File: config.mk
export PLATFORM = sky130hd
export DESIGN_NAME = ram_program_loader
export DESIGN_NICKNAME = d
export VERILOG_FILES = /design/src/rtl/ram_program_loader.sv
export SDC_FILE = /design/constraint.sdc
export NUM_CORES = 1
export LEC_CHECK = 0
export ABC_CLOCK_PERIOD_IN_PS = 3600
export CAP_MARGIN = 30
export CELL_PAD_IN_SITES_DETAIL_PLACEMENT = 0
export CELL_PAD_IN_SITES_GLOBAL_PLACEMENT = 1
export CORE_AREA = 2 2 136 138
export DETAILED_ROUTE_END_ITERATION = 10
export DIE_AREA = 0 0 138 140
export MAX_ROUTING_LAYER = met4
export PLACE_DENSITY = 0.68
export SLEW_MARGIN = 10
export SYNTH_ARGS = -nofsm -noshare
export SYNTH_HDL_FRONTEND = slang
export SYNTH_SLANG_ARGS = --single-unit
File: constraint.sdc
create_clock -name CLK -period 3.6 [get_ports CLK]
set_input_delay 1.08 -clock CLK [delete_from_list [all_inputs] [get_ports CLK]]
set_output_delay 1.08 -clock CLK [all_outputs]
set_load 0.01 [all_outputs]
File: src/rtl/ram_program_loader.sv
// Program-image loader: streams bytes into consecutive RAM addresses, optionally reads each
// location back against a shadow copy, and holds the CPU off the bus while doing so.
module ram_program_loader #(
   parameter int unsigned ADDR_W = 4,
   parameter int unsigned DATA_W = 8,
   parameter bit          VERIFY = 1'b1
) (
   input  logic              CLK,
   input  logic              CLR,
   input  logic              start,
   input  logic [ADDR_W-1:0] base_addr,
   input  logic [ADDR_W:0]   length,
   input  logic              byte_valid,
   input  logic [DATA_W-1:0] byte_in,
   output logic              byte_ready,
   output logic [ADDR_W-1:0] address,
   output logic              R_W,
   output logic [DATA_W-1:0] data_out,
   output logic              data_oe,
   input  logic [DATA_W-1:0] data_in,
   output logic              cpu_hold,
   output logic              busy,
   output logic              done,
   output logic              error,
   output logic [ADDR_W-1:0] error_addr
);

   localparam int unsigned     Depth   = 2 ** ADDR_W;
   localparam logic [ADDR_W:0] CntFull = {1'b1, {ADDR_W{1'b0}}};
   localparam logic [ADDR_W:0] CntOne  = {{ADDR_W{1'b0}}, 1'b1};
   localparam logic [ADDR_W-1:0] PtrOne = {{(ADDR_W-1){1'b0}}, 1'b1};

   typedef enum logic [2:0] {
      StIdle, StWaitByte, StWrite, StVaddr, StVcmp, StDone, StError
   } state_e;

   state_e            state_q, state_d;
   logic [ADDR_W-1:0] ptr_q, ptr_d;
   logic [ADDR_W-1:0] base_q, base_d;
   logic [ADDR_W:0]   len_q, len_d;
   logic [ADDR_W:0]   cnt_q, cnt_d;
   logic [DATA_W-1:0] data_q, data_d;
   logic [ADDR_W-1:0] eaddr_q, eaddr_d;
   logic              shadow_we;
   logic [DATA_W-1:0] shadow [Depth];

   // State register.
   always_ff @(posedge CLK) begin
      if (CLR) state_q <= StIdle;
      else     state_q <= state_d;
   end

   // Datapath registers: pointer, counter, captured base/length, write byte, error address.
   always_ff @(posedge CLK) begin
      if (CLR) begin
         ptr_q   <= '0;
         base_q  <= '0;
         len_q   <= '0;
         cnt_q   <= '0;
         data_q  <= '0;
         eaddr_q <= '0;
      end else begin
         ptr_q   <= ptr_d;
         base_q  <= base_d;
         len_q   <= len_d;
         cnt_q   <= cnt_d;
         data_q  <= data_d;
         eaddr_q <= eaddr_d;
      end
   end

   // Shadow copy of every accepted byte; deliberately not cleared by reset.
   always_ff @(posedge CLK) begin
      if (shadow_we) shadow[ptr_q] <= byte_in;
   end

   // Next-state and datapath update.
   always_comb begin
      state_d   = state_q;
      ptr_d     = ptr_q;
      base_d    = base_q;
      len_d     = len_q;
      cnt_d     = cnt_q;
      data_d    = data_q;
      eaddr_d   = eaddr_q;
      shadow_we = 1'b0;
      unique case (state_q)
         StIdle, StDone, StError: begin
            if (start) begin
               base_d  = base_addr;
               ptr_d   = base_addr;
               len_d   = (length == '0) ? CntFull : length;
               cnt_d   = (length == '0) ? CntFull : length;
               eaddr_d = '0;
               state_d = StWaitByte;
            end
         end
         StWaitByte: begin
            if (byte_valid) begin
               data_d    = byte_in;
               shadow_we = 1'b1;
               state_d   = StWrite;
            end
         end
         StWrite: begin
            ptr_d = ptr_q + PtrOne;
            cnt_d = cnt_q - CntOne;
            if (cnt_q == CntOne) begin
               if (VERIFY) begin
                  // Rewind for the read-back pass over the same span.
                  ptr_d   = base_q;
                  cnt_d   = len_q;
                  state_d = StVaddr;
               end else begin
                  state_d = StDone;
               end
            end else begin
               state_d = StWaitByte;
            end
         end
         StVaddr: state_d = StVcmp;
         StVcmp: begin
            if (data_in != shadow[ptr_q]) begin
               eaddr_d = ptr_q;
               state_d = StError;
            end else begin
               ptr_d   = ptr_q + PtrOne;
               cnt_d   = cnt_q - CntOne;
               state_d = (cnt_q == CntOne) ? StDone : StVaddr;
            end
         end
         default: state_d = StIdle;
      endcase
   end

   // Bus and status outputs decoded from state; only WRITE drives the bus.
   always_comb begin
      byte_ready = (state_q == StWaitByte);
      data_oe    = (state_q == StWrite);
      R_W        = (state_q != StWrite);
      address    = ptr_q;
      data_out   = data_q;
      busy       = (state_q == StWaitByte) || (state_q == StWrite) ||
                   (state_q == StVaddr) || (state_q == StVcmp);
      cpu_hold   = busy || (state_q == StError);
      done       = (state_q == StDone);
      error      = (state_q == StError);
      error_addr = eaddr_q;
   end

endmodule

# Word level (Yosys, flattened, before mapping)

Memories as Yosys holds them, arrays and structs flattened. A register that Yosys moved wholly into a read port is not among the register bits.
Index checks and enable logic that the tools add are counted.

$lt $le $gt $ge: 0
Multipliers: 0
Equality and inequality tests: 13
Bitwise operators: 0
Mux-type cells: 24
Add/sub/neg operators: 2
Reduce and logical (&&, ||, !) cells: 14
Div/mod/pow operators: 0
Shift-type cells: 0

Operators by type and width:

| operator            | count |
|---|---|
| $mux 4              | 7 |
| $mux 5              | 4 |
| $pmux 3 s5          | 1 |
| $pmux 5 s3          | 1 |
| $mux 3              | 4 |
| $pmux 4 s3          | 1 |
| $eq 3x3->1 const B  | 3 |
| $ne 2x2->1 const B  | 4 |
| $ne 8x8->1          | 1 |
| $pmux 4 s2          | 1 |
| $eq 3x2->1 const B  | 2 |
| $reduce_and 2->1    | 3 |
| $reduce_and 3->1    | 2 |
| $eq 5x1->1 const B  | 1 |
| $logic_not 5->1     | 1 |
| $sub 5x1->5 const B | 1 |
| $add 4x1->4 const B | 1 |
| $logic_or 1x1->1    | 4 |
| $mux 1              | 4 |
| $eq 3x1->1 const B  | 1 |
| $logic_not 3->1     | 1 |
| $ne 3x2->1 const B  | 1 |
| $reduce_bool 3->1   | 1 |
| $reduce_or 3->1     | 1 |
| other kinds (2)     | 2 |

Memory bits (read-only): 0
Logic and storage cells: 61
Output and inout bits: 23
Register bits after elaboration: 33
Memories kept: 1
Input port bits: 29
Bits in latches: 0
Bits in writable memories: 128

Memory list:

| name   | depth | bits a word | read ports | clocked after Yosys merged registers in | write ports | RTL line | text |
|---|---|---|---|---|---|---|---|
| shadow | 16    | 8           | 1          | 1                                       | 1           | 45       | `logic [DATA_W-1:0] shadow [Depth];` |

# Longest topological paths before layout

Gate-level depths: netlist of run 1.

Word-level depth: 6
Depth in mapped cells: 11
Depth with buffers taken out: 10

# Worst setup path after synthesis of run 1

No wires, ideal clock.

Kind: input -> register
Start point: in byte_valid
End point: mem shadow[2][0], enable pin
Stages on the path: 3
Path buffers: 1
Arrival: 2.260 ns
Library setup time: 0.395 ns
Required time: 3.205 ns
Setup slack: 0.946 ns
Path through: nand3_1 -> clkbuf_1 -> nor4_1

Word-level cells in the longest chain between the ends: 4

RTL lines:

| element                      | RTL line | text |
|---|---|---|
| from (decl)                  | 13       | `input logic byte_valid,` |
| $mux 1                       | 99       | `if (byte_valid) begin` |
| $mux 1                       | 87       | `unique case (state_q)` |
| $mux 1                       | 74       | `if (shadow_we) shadow[ptr_q] <= byte_in;` |
| $mux 1 (implied by the code) | 74       |  |
| to (decl)                    | 45       |  |

Every way passes these cells.

# Worst setup path in the final report of run 1

Start point: reg state_q[2]
End point: out data_oe

Word-level cells in the longest chain between the ends: 1

RTL lines:

| element                | RTL line | text |
|---|---|---|
| from (decl)            | 37       | `state_e state_q, state_d;` |
| from (signal assigned) | 49       | `if (CLR) state_q <= StIdle;` |
| from (signal assigned) | 50       | `else state_q <= state_d;` |
| $eq 3x2->1             | 139      | `data_oe = (state_q == StWrite);` |
| to (decl)              | 19       | `output logic data_oe,` |

Every way passes these cells.

==> results of run 1 <==
## per-stage QoR
step	total power, mW	hold slack (ns)	util (%)	setup slack, ns
after floorplan	2.74	0.449	-	0.946
after global placement	3.01	0.450	44.7	0.249
after detailed placement	3.02	0.453	44.7	0.206
after CTS	4.78	0.461	47.9	0.349
after global routing	4.93	0.485	47.9	0.231
final	4.73	0.458	47.9	0.383
## flip-flops by register name, indices dropped and copies added, names as in the netlist, named ones only
register and count:
data_out 8, error_addr 4, shadow 128, base_q 4, cnt_q 5, address 4, state_q 3, len_q 5
## cells in the final DEF, fill, tap and decap left out, drive strengths merged, types with 12 or more instances in the layout
master	Yosys	final
nor2	35	35
dfxtp	37	37
mux2i	38	38
inv	10	13
clkbuf	13	18
mux4	20	20
a21oi	17	17
nand2	32	32
edfxtp	128	128
buf	10	23
clkdlybuf4s50	0	51
xnor2	12	12
## per-layer routing
| metal | vias up | wire (um) | part of all wire (%) | global-route usage, % |
|---|---|---|---|---|
| met2 | 108 | 7740 | 49 | 27.5 |
| met4 | 0 | 102 | 0.65 | 4.94 |
| met1 | 2122 | 7120 | 45 | 22.6 |
| met5 | - | 0 | 0 | - |
| met3 | 10 | 717 | 4.6 | 3.66 |
| li1 | 1996 | - | - | - |
## cells by family (layout without fill, tap and decap cells)
logic type | count (synthesis) | after routing | synth area share (%)
AOI/OAI and AO/OA | 72 | 72 | 7.84
DFF | 165 | 165 | 65.0
and+or+nand+nor | 114 | 114 | 7.80
adders and majority gates | 6 | 6 | 1.06
xor gates and xnor gates | 23 | 23 | 2.85
buffers and inverters | 35 | 118 | 2.18
muxes | 67 | 67 | 13.3
## worst max-delay path: stages, from the launching register on
cell and delay (ns):
dfxtp_1 0.49, clkinv_1 0.29, nand2b_1 0.33, inv_2 0.12, clkdlybuf4s50_1 0.49
## how the worst max path moves through the flow
stage,startpoint,cells after the start,end
after floorplan,byte_valid,3,shadow[2][0]
after global placement,data_in[5],9,flip-flop
after detailed placement,data_in[5],9,address[3]
after CTS,state_q[2],4,data_oe
after global routing,state_q[2],4,data_oe
final,state_q[2],4,data_oe
## final cells by class
class                           instances  area (um^2)  area share [%]
Inverter                               12         45.0           0.529
Clock inverter                         14          151            1.78
Sequential cell                       165         4590            53.8
Clock buffer                           18          429            5.04
Tap cell                              229          287            3.36
Multi-Input combinational cell        282         2330            27.3
Timing Repair Buffer                   74          696            8.16
## where the power goes
part | switching [mW] | total (mW) | leakage, nW | internal (mW)
registers | 0.0877 | 2.20 | 1.46 | 2.11
clock network | 0.735 | 1.76 | 0.271 | 1.03
logic | 0.399 | 0.769 | 1.16 | 0.370
==> run metrics, run 1 <==
sequential element share of the synthesized area 65.0%; worst skew pair latency 0.42 ns; RSZ-0062 raised after global routing no; Mapped Nets slightly above 500; gr ovfl total 0; period utilization 89.4%; Worst-path clk slew 0.06 ns; VDD IR-drop max 397 uV; initial antenna violation count 0; Fin. Hold Viols 0; share of cells above drive strength 1 16.8%; Fin Setup TNS 0 ns; CP max FO 9; post-route cell area 8520 um^2; Pleak 2.88 nW; fillers 1544; Antenna Violating Nets Remaining 0; # Max-Cap Violations 0; crit path launch type flip-flop; core footprint roughly 18000 um^2; Worst Hold Path EP data_out[4]; fin. max-slew vios 0; dominant cell type by area after synthesis edfxtp_1; FF+latch count, synth 165; Avg WL per Cell 19.8 um; GRT Total Usage 17.3%; Worst Skew 0.0116 ns; worst slew pin tran 0.688 ns; status finished, final reports clean; initial core utilization slightly below 40%; share of the synthesized area in the top cell type a little over half; synth unique cells 60; worst min-delay path category reg2reg; io pins 52; Mapped Avg Cell Area between 10 and 15 um^2; Detailed Routing Iterations Pass 1 4; cells taking the most area after synthesis edfxtp_1 54%, dfxtp_1 10%, mux4_2 6.1%, mux2i_1 5.4%, nor2_1 1.9%; yosys synthesis warning count 0; DP Cell Count about 760; Layout Cells excl Fill 794; vias in the first global route 4251; dominant synthesized flop cell edfxtp_1; crit end category output pin; Relative slew margins a little over half; Synth-to-Final Area Change 20.7%; CTS Buf Count 17; CTS tree yes; post-cts hold buffer count 0; R2R depth 9; area of the mapped netlist 7060 um^2; total setup buffers inserted after CTS 0; Fmax 311 MHz; Tmin final between 3 and 4 ns; drt drc 0; CTS Sinks 165; first-pass GRT wire length around 24000 um; Die ar. ~19000 um^2; die width ~140 um; H-tree depth 4; ys async rst share 0%; number of vias in the routed layout 4236; Pwr per Cell Area 555 nW/um^2; pin count of the biggest net entering global routing 24; vias per cell 5.34; clock root buffer clkbuf_16; Cell Area, Placed 7940 um^2; # setup viols final 0; clock tree buffer depth 2; Hold Path Stages 2; Synth top cells by count 128 x edfxtp_1, 38 x mux2i_1, 37 x dfxtp_1, 35 x nor2_1, 32 x nand2_1; Critical Path RT around 2.5 ns; row count 49; Post-synth EDFFs 128; port bufs 51; min-delay src data_out[4]; Routed WL 15700 um; post_cts resized 0; Reg2Reg Setup Slack between 0.5 and 0.6 ns; most common cell in the synthesized netlist edfxtp_1; number of DRC markers in iteration 0 281; die height between 100 and 150 um; Cells after Synth 482; DP HPWL ~11000 um; final-stage net count 587; RePlAce Congestion 0.861; n_diodes 0; arrival time of the worst setup path around 2.1 ns; Crit Path Category reg2out
(Power assumes the default switching activity.)
==> run 2: changes to the inputs <==
--- a/config.mk
+++ b/config.mk
@@ -5,7 +5,7 @@
 export SDC_FILE = /design/constraint.sdc
 export NUM_CORES = 1
 export LEC_CHECK = 0
-export ABC_CLOCK_PERIOD_IN_PS = 3600
+export ABC_CLOCK_PERIOD_IN_PS = 2810
 export CAP_MARGIN = 30
 export CELL_PAD_IN_SITES_DETAIL_PLACEMENT = 0
 export CELL_PAD_IN_SITES_GLOBAL_PLACEMENT = 1
@@ -13,7 +13,7 @@
 export DETAILED_ROUTE_END_ITERATION = 10
 export DIE_AREA = 0 0 138 140
 export MAX_ROUTING_LAYER = met4
-export PLACE_DENSITY = 0.68
+export PLACE_DENSITY = 0.71
 export SLEW_MARGIN = 10
 export SYNTH_ARGS = -nofsm -noshare
 export SYNTH_HDL_FRONTEND = slang
==> constraint.sdc (replaced) <==
create_clock -name CLK -period 2.81 [get_ports CLK]
set_input_delay 0.843 -clock CLK [delete_from_list [all_inputs] [get_ports CLK]]
set_output_delay 0.843 -clock CLK [all_outputs]
set_load 0.01 [all_outputs]
==> run 2 against run 1 <==
  * The flow now finishes with violations (setup timing)
  * Clock skew is 0.0017 ns lower
  * Sequential power is 27% higher
  * Core utilization up 2.7 points
  * Design area rose by 5.6%
  * Die area unchanged
  * Global-route usage grew 0.74 points
  * Via count increased by 2.3%
  * Final cell count rose by 4.2%
  * Sequential cell count stayed put
  * Clock power up 20%
  * Largest power group unchanged
==> run metrics, run 2 (synthesis results as in run 1) <==
Clock power frac 34.4% (-2.8 points); initial core utilization 39.7% (unchanged); Critical Path RT 3.11 ns (+0.59 ns); Worst path slowest cell or4_4; Comb pwr share 20.2% (+3.9 points); Worst-path clk slew 0.06 ns (about the same); number of vias in the routed layout 4335 (+2.3%); R2R depth 11 (+2); Reg2Reg Setup Slack -0.002 ns (-0.52 ns); arrival time of the worst setup path 3.12 ns (+0.98 ns); number of DRC markers in iteration 0 251 (-11%); Int Pwr 4.55 mW (+30%); period utilization 100%; H-tree depth 4 (unchanged); Synth-to-Final Area Change 27.4%; crit end category flip-flop; Crit Path Category reg2reg; row count 49 (unchanged); Top reg by flops shadow; final setup margin -0.00191 ns (-0.385 ns); CP delay by family, top compound AO/OA/AOI/OAI gates; clock root buffer clkbuf_16; worst hold slack 0.456 ns (-0.00215 ns); min-delay src data_out[3]; Avg WL per Cell 19.5 um (-1.5%); pin count of the biggest net entering global routing 20 (-17%); port bufs 51 (unchanged); first-pass GRT wire length 25500 um (+4.5%); worst skew pair latency 0.43 ns (about the same); worst slew pin tran 0.705 ns (+0.0172 ns); NetSw 1.60 mW (+31%); failing checks setup timing; Multi-input gate area 2460 um^2 (+6.0%); Sw Share 26.0% (+0.18 points); Fmax between 300 and 400 MHz; Fin. Hold Viols 0 (unchanged); Util after Layout 50.6% (+2.7 points); Worst Skew 0.00989 ns (-0.00171 ns); Critical path buffers and inverters 3 (unchanged); core footprint 17800 um^2 (unchanged); DP Cell Count 790 (+3.7%); max reg flops 128 (unchanged); CTS Buf Count 17 (unchanged); DP HPWL 11000 um (+1.1%); die height 140 um (unchanged); CP max FO 8 (-1); Antenna Violating Nets Remaining 0 (unchanged); drt drc 0 (unchanged); Cell Area, Placed 8210 um^2 (+3.4%); Tmin final roughly 2.8 ns; fillers 1497 (-3.0%); Routed WL 16100 um (+2.6%); Detailed Routing Iterations Pass 1 5 (+1); Hold Path Stages 2 (unchanged); fin. max-slew vios 0 (unchanged); die width 138 um (unchanged); RSZ-0062 raised after global routing yes; CTS Sinks 165 (unchanged); # Max-Cap Violations 0 (unchanged); setup slack at placement -0.329 ns (-0.535 ns); CTS tree yes; post-cts hold buffer count 0 (unchanged); Relative slew margins 52.9% (-1.1 points); final-stage net count 621 (+5.8%); Critical Path Most Common Cell buf_12; Die ar. 19300 um^2 (unchanged); n_diodes 0 (unchanged); initial antenna violation count 0 (unchanged); Pleak 3.10 nW (+7.6%); # setup viols final 2 (+2); clock tree buffer depth 2 (unchanged); gr ovfl total 0 (unchanged); post-route cell area 8990 um^2 (+5.6%); io pins 52 (unchanged); Pwr per Cell Area 684 nW/um^2 (+23%); RePlAce Congestion 0.835 (-3.1%); CP Cell Sequence buf_12, buf_12, nor2b_2, and2_1, o31a_1, or4_4, a22oi_4, o21a_4, o21ai_4, buf_6, o211a_1; most frequent cells in the layout 128 x edfxtp_1, 51 x clkdlybuf4s50_1, 45 x buf_4; status finished, violations left; worst min-delay path category reg2reg; Flop pwr share 45.4% (-1.1 points); commonest non-fill, non-tap cell in the layout edfxtp_1; Worst Hold Path EP data_out[3]; VDD IR-drop max 440 uV (+11%); crit path launch type flip-flop; vias in the first global route 4529 (+6.5%); Layout Cells excl Fill 827 (+4.2%); register area 4590 um^2 (+0.14%); vias per cell 5.24 (-1.7%); GRT Total Usage 18.0% (+0.74 points); Worst path max stage delay 0.50 ns (about the same); share of cells above drive strength 1 25.9% (+9.1 points)
[run 2: changes by cell type in the layout (fill, tap and decap cells not counted), moves of 4 or more]
cell and delta:
mux2i_1 -5, mux2i_2 +5, buf_6 +4, buf_4 +23, buf_12 +6
[run 2: metrics by stage]
step                      setup TNS (ns)  power (mW)
after floorplan                        0        3.51
after global placement             -3.89        3.93
after detailed placement           -4.68        3.95
after CTS                        -0.0562        6.15
after global routing              -0.554        6.41
final                           -0.00236        6.15
[run 2: layout make-up]
cell class              instances  area share [%]
repair buffers                108            11.8
clock buffers                  18            4.77
multi-input cells             282            27.4
flip-flops and latches        165            51.1
well taps                     229            3.19
clock inverters                13            1.22
inverters                      12           0.543
[run 2: worst min-delay path, cell delays in order, from the launching register on]
cell and delay, ns:
dfxtp_1 0.31, nand2_1 0.05, a21oi_1 0.05
[run 2: timing repair]
item / CTS / global route
pin swaps: 5 / 11
cloned: 1 / 0
setup endpoints to repair: 22 / 22
setup buffers: 4 / 1
gates resized for setup: 19 / 23
[run 2: worst max-delay path by stage]
stage                     slack (ns)  cells after the start        end       start
after floorplan                 0.27                      9  flip-flop   flip-flop
after global placement         -0.26                      9  flip-flop  data_in[5]
after detailed placement       -0.33                      9   cnt_q[4]  data_in[5]
after CTS                      -0.02                     11  flip-flop   flip-flop
after global routing           -0.09                     10  flip-flop   flip-flop
final                         -0.002                     11  flip-flop   flip-flop
[run 2: metal layers]
metal  share of wire, %  vias up  track usage [%]
li1                   -     2065                -
met2                 48      128             28.1
met5                  0        -                -
met3                5.8       11             3.69
met4                1.0        0             5.42
met1                 45     2131             24.1
[run 2: power groups by stage]
stage | sequential (mW) | clock [mW] | combinational (mW)
2_1_floorplan | 2.80 | 0 | 0.709
3_3_place_gp | 2.84 | 0 | 1.09
3_5_place_dp | 2.84 | 0 | 1.11
4_1_cts | 2.79 | 2.16 | 1.20
5_1_grt | 2.81 | 2.26 | 1.35
6_report | 2.79 | 2.12 | 1.24
==> run 3: changes to the inputs <==
--- a/config.mk
+++ b/config.mk
@@ -7,13 +7,13 @@
 export LEC_CHECK = 0
 export ABC_CLOCK_PERIOD_IN_PS = 2810
 export CAP_MARGIN = 30
-export CELL_PAD_IN_SITES_DETAIL_PLACEMENT = 0
-export CELL_PAD_IN_SITES_GLOBAL_PLACEMENT = 1
-export CORE_AREA = 2 2 136 138
+export CELL_PAD_IN_SITES_DETAIL_PLACEMENT = 2
+export CELL_PAD_IN_SITES_GLOBAL_PLACEMENT = 2
+export CORE_AREA = 2 2 140 142
 export DETAILED_ROUTE_END_ITERATION = 10
-export DIE_AREA = 0 0 138 140
+export DIE_AREA = 0 0 142 144
 export MAX_ROUTING_LAYER = met4
-export PLACE_DENSITY = 0.71
+export PLACE_DENSITY = 0.76
 export SLEW_MARGIN = 10
 export SYNTH_ARGS = -nofsm -noshare
 export SYNTH_HDL_FRONTEND = slang
==> run 3 against run 2 <==
  * The run still ends with setup timing left
  * Die area increased by 5.8%
  * Register-to-register slack got worse by 0.07 ns
  * Via count increased by 5.5%
  * Clock-buffer cell count increased by 2
  * Worst hold slack improved by 0.0098 ns
  * Core utilization decreased by 2.8 points
  * Maximum frequency decreased by 2.4%
  * Clock skew increased by 0.00054 ns
  * Combinational power increased by 9%
  * Non-clock buffer count increased by 4
  * Highest routed layer unchanged
==> run metrics, run 3 (synthesis results as in run 1) <==
Worst path max stage delay 0.57 ns (+0.07 ns); CTS tree yes; status finished, violations left; DP HPWL 14400 um (+31%); CTS Buf Count 17 (unchanged); Critical Path RT 3.13 ns (+0.02 ns); # Max-Cap Violations 0 (unchanged); io pins 52 (unchanged); post-cts hold buffer count 0 (unchanged); Routed WL 21600 um (+34%); row count 51 (+4.1%); commonest non-fill, non-tap cell in the layout edfxtp_1; worst min-delay path category reg2reg; crit end category flip-flop; GRT busiest layer met2; share of cells above drive strength 1 27.7% (+1.8 points); CTS Sinks 165 (unchanged); R2R depth 9 (-2); core footprint 19100 um^2 (+7.3%); Tot Pwr 6.47 mW (+5.2%); Top reg by flops shadow; Worst Skew 0.0104 ns (+0.000538 ns); RSZ-0062 raised after global routing yes; H-tree depth 4 (unchanged); final setup margin -0.0702 ns (-0.0683 ns); initial core utilization 37.0% (-2.7 points); Worst-path clk slew 0.07 ns (about the same); fillers 1830 (+22%); # setup viols final 12 (+10); Worst path slowest cell mux4_2; crit path launch type flip-flop; pin count of the biggest net entering global routing 21 (+5.0%); Die ar. 20400 um^2 (+5.8%); Critical path buffers and inverters 1 (-2); grt met2 use 37.1% (+9.0 points); number of DRC markers in iteration 0 275 (+9.6%); Synth-to-Final Area Change 29.2%; die height 144 um (+2.9%); port bufs 51 (unchanged); failing checks setup timing; Antenna Violating Nets Remaining 0 (unchanged); worst slew pin tran 0.788 ns (+0.0827 ns); Worst Hold Path EP data_out[1]; met3 usage 3.71% (+0.016 points); Pleak 3.14 nW (+1.3%); Reg2Reg Setup Slack -0.07 ns (-0.07 ns); Tmin final 2.88 ns (+0.0683 ns); vias per cell 5.44 (+3.7%); final-stage net count 625 (+0.64%); met1 Resource Use GR 27.1% (+3.1 points); Fin. Hold Viols 0 (unchanged); number of vias in the routed layout 4572 (+5.5%); CP delay by family, top multiplexers; vias in the first global route 5087 (+12%); min-delay src data_out[1]; Hold Path Stages 2 (unchanged); die width 142 um (+2.9%); gr ovfl total 0 (unchanged); Fmax 347 MHz (-2.4%); first-pass GRT wire length 31500 um (+23%); GRT Total Usage 22.1% (+4.0 points); CP Cell Sequence mux4_2, mux2i_2, xnor2_1, or4_4, a22oi_4, o21a_4, o21ai_4, buf_6, o211a_1; VDD IR-drop max 403 uV (-8.5%); most frequent cells in the layout 128 x edfxtp_1, 52 x buf_4, 51 x clkdlybuf4s50_1; Avg WL per Cell 25.6 um (+32%); arrival time of the worst setup path 3.20 ns (+0.08 ns); fin. max-slew vios 0 (unchanged); Fin Setup TNS -0.480 ns (-0.478 ns); CP max FO 6 (-2); drt drc 0 (unchanged); Pwr per Cell Area 709 nW/um^2 (+3.7%); n_diodes 0 (unchanged); period utilization 102% (+2.4 points); max reg flops 128 (unchanged); clock tree buffer depth 2 (unchanged); worst skew pair latency 0.43 ns (about the same); RePlAce Congestion 0.839 (+0.49%); Relative slew margins 47.3% (-5.5 points); Crit Path Category reg2reg; initial antenna violation count 0 (unchanged); clock root buffer clkbuf_16; Detailed Routing Iterations Pass 1 4 (-1)
run 3: final cells by class:
class                           count  area, um^2  area share, %
Clock buffer                       20         447           4.90
Inverter                           12        48.8          0.535
Sequential cell                   165        4590           50.3
Clock inverter                     12         130           1.43
Tap cell                          238         298           3.27
Timing Repair Buffer              112        1080           11.9
Multi-Input combinational cell    282        2520           27.7
run 3: metrics by stage:
step / instances / worst slack, ns / cell area (um^2) / hold slack [ns] / utilization (%)
global route: 841 / -0.184 / 9120 / 0.496 / 47.8
floorplan: 482 / 0.269 / 7060 / 0.449 / -
CTS: 833 / -0.0721 / 8910 / 0.474 / 46.7
global placement: 799 / -0.258 / 8230 / 0.451 / 43.1
finish: 841 / -0.0702 / 9120 / 0.466 / 47.8
detailed placement: 799 / -0.401 / 8230 / 0.466 / 43.1
run 3: worst register-to-register path, cell delays in order (launching register included):
cell	delay [ns]
dfxtp_4	0.46
mux4_2	0.57
mux2i_2	0.26
xnor2_1	0.10
or4_4	0.44
a22oi_4	0.29
o21a_4	0.20
o21ai_4	0.08
buf_6	0.14
o211a_1	0.21
run 3: layer usage:
| metal | routed length [um] | share of wire [%] |
|---|---|---|
| met2 | 11100 | 51 |
| met1 | 9360 | 43 |
| met5 | 0 | 0 |
| met3 | 726 | 3.4 |
| met4 | 416 | 1.9 |
run 3: worst max-delay path by stage:
stage                       endpoint  cells after the start
after detailed placement    cnt_q[4]                      9
after CTS                 address[1]                     10
after floorplan            flip-flop                      9
final                      flip-flop                      9
after global routing        cnt_q[1]                     12
after global placement     flip-flop                      9
run 3: timing repair:
action	4_1_cts	5_1_grt
pin swaps	3	12
resized for setup	19	22
setup endpoints to repair	23	21
cloned	1	1
setup buffers	1	7
run 3: where the power goes:
| part | switching [mW] | internal (mW) |
|---|---|---|
| registers | 0.0911 | 2.71 |
| logic | 0.696 | 0.657 |
| clock network | 0.987 | 1.33 |
| total | 1.77 | 4.69 |
==> edit: new RTL, config.mk and constraints of run 3 <==
Set the parameter `DATA_W` to 6 (it was 8).
--- a/src/rtl/ram_program_loader.sv
+++ b/src/rtl/ram_program_loader.sv
@@ -4,3 +4,3 @@
    parameter int unsigned ADDR_W = 4,
-   parameter int unsigned DATA_W = 8,
+   parameter int unsigned DATA_W = 6,
    parameter bit          VERIFY = 1'b1
Ports: changed (resized byte_in, data_in and data_out); port bits go from 52 to 46. No check against the original RTL was run, so the function may have changed too.
==> edit against run 3 <==
The flow still finishes with violations (negative setup slack); maximum frequency decreased by 2.8%; synthesized area decreased by 20%; design area decreased by 18%; wire length decreased by 25%; worst setup slack got worse by 0.083 ns; sequential cell count decreased by 34; global-route usage decreased by 4.6 points.
Power is not compared: it rests on default switching activity, and its combinational part moved more than twofold at a synthesized area within 25%.
==> edit: results (changes against run 3) <==
stage,metric,value,unit,change
outcome,status,"complete, but fails checks",,unchanged
outcome,failing checks,negative setup slack,,unchanged
detailed_routing,vias per cell,4.97,,was 5.44
synthesis,xor/xnor cell area share of the yosys netlist,1.25,%,was 2.85%
grt,GR Util met1,20.5,%,was 27.1%
worst_setup_path,FF-to-FF path depth,12,,was 9
sta,final worst slack,-0.153,ns,was -0.0702 ns
finish,nets,510,,was 625
detailed_routing,DR WL/cell,22.1,µm,was 25.6 µm
place,placed insts,688,,was 799
synthesis,Cells after Synth,381,,was 482
sta,Worst Skew,0.0109,ns,was 0.0104 ns
synthesis,Syn Nets,412,,was 517
place,Place WS,-0.495,ns,was -0.401 ns
place,gpl congestion,0.760,,was 0.839
finish,Non-clk bufs,100,,was 112
synthesis,"EDFF count, synth",96,,was 128
sta,Setup TNS,-1.87,ns,was -0.480 ns
detailed_routing,Total Wirelength,16.1,mm,was 21.6 mm
finish,ClkCell Share,8.33,%,was 6.32%
synthesis,compound-gate portion of the synthesized area,5.55,%,was 7.84%
sta,Worst Max-Slew Pin Slew,0.730,ns,was 0.788 ns
place,"Cell Area, Placed",0.00664,mm²,was 0.00823 mm²
detailed_routing,Initial DRC Count,152,,was 275
grt,largest net degree at the start of global routing,18,,was 21
synthesis,Cell variety after synth,48,,was 60
place,HPWL Detailed,10.9,mm,was 14.4 mm
synthesis,register area share after synthesis,63.8,%,was 65.0%
detailed_routing,DR WL met3,530,µm,was 726 µm
grt,met3 GRT Util,3.94,%,was 3.71%
finish,multi-input combinational area share,26.2,%,was 27.7%
sta,Final Setup Violations,20,,was 12
finish,final core occ,39.0,%,was 47.8%
finish,clock buf count,17,,was 20
place,buffers added on ports,45,,was 51
finish,Filler cells,1876,,"was 1,830"
synthesis,register bit total from synthesis,131,,was 165
finish,max FFs per register,96,,was 128
-- edit: cell count changes after synthesis, moves of 7 or more --
cell / change
a21oi_1: -10
nand2_1: -17
xor2_1: -7
nor2_1: +19
mux2i_1: -11
and3_1: -7
xnor2_1: -8
edfxtp_1: -32
-- edit: what timing repair did --
action                                  4_1_cts  5_1_grt
pin swaps                                    16        5
endpoints found under the setup margin       22       22
buffers inserted                              6        3
resized for setup                            22        4
gates cloned                                  1        0
hold buffers                                  0        0
-- edit: worst max-delay path, stage by stage (launching register included) --
cell and delay [ns]:
dfxtp_4 0.39, buf_12 0.14, mux4_2 0.54, mux4_2 0.53, xor2_1 0.16, nor2_1 0.13
nand4_2 0.11, buf_6 0.16, o21ai_4 0.22, buf_4 0.16, buf_6 0.10, nor2_2 0.04
a211oi_2 0.17
-- edit: cell families after synthesis --
logic type	Yosys count
XOR/XNOR	8
AO/OA/AOI/OAI	42
adder cells (fa/ha/maj)	6
flip-flops	131
buffers and inverters	28
AND/OR/NAND/NOR	111
multiplexers	55
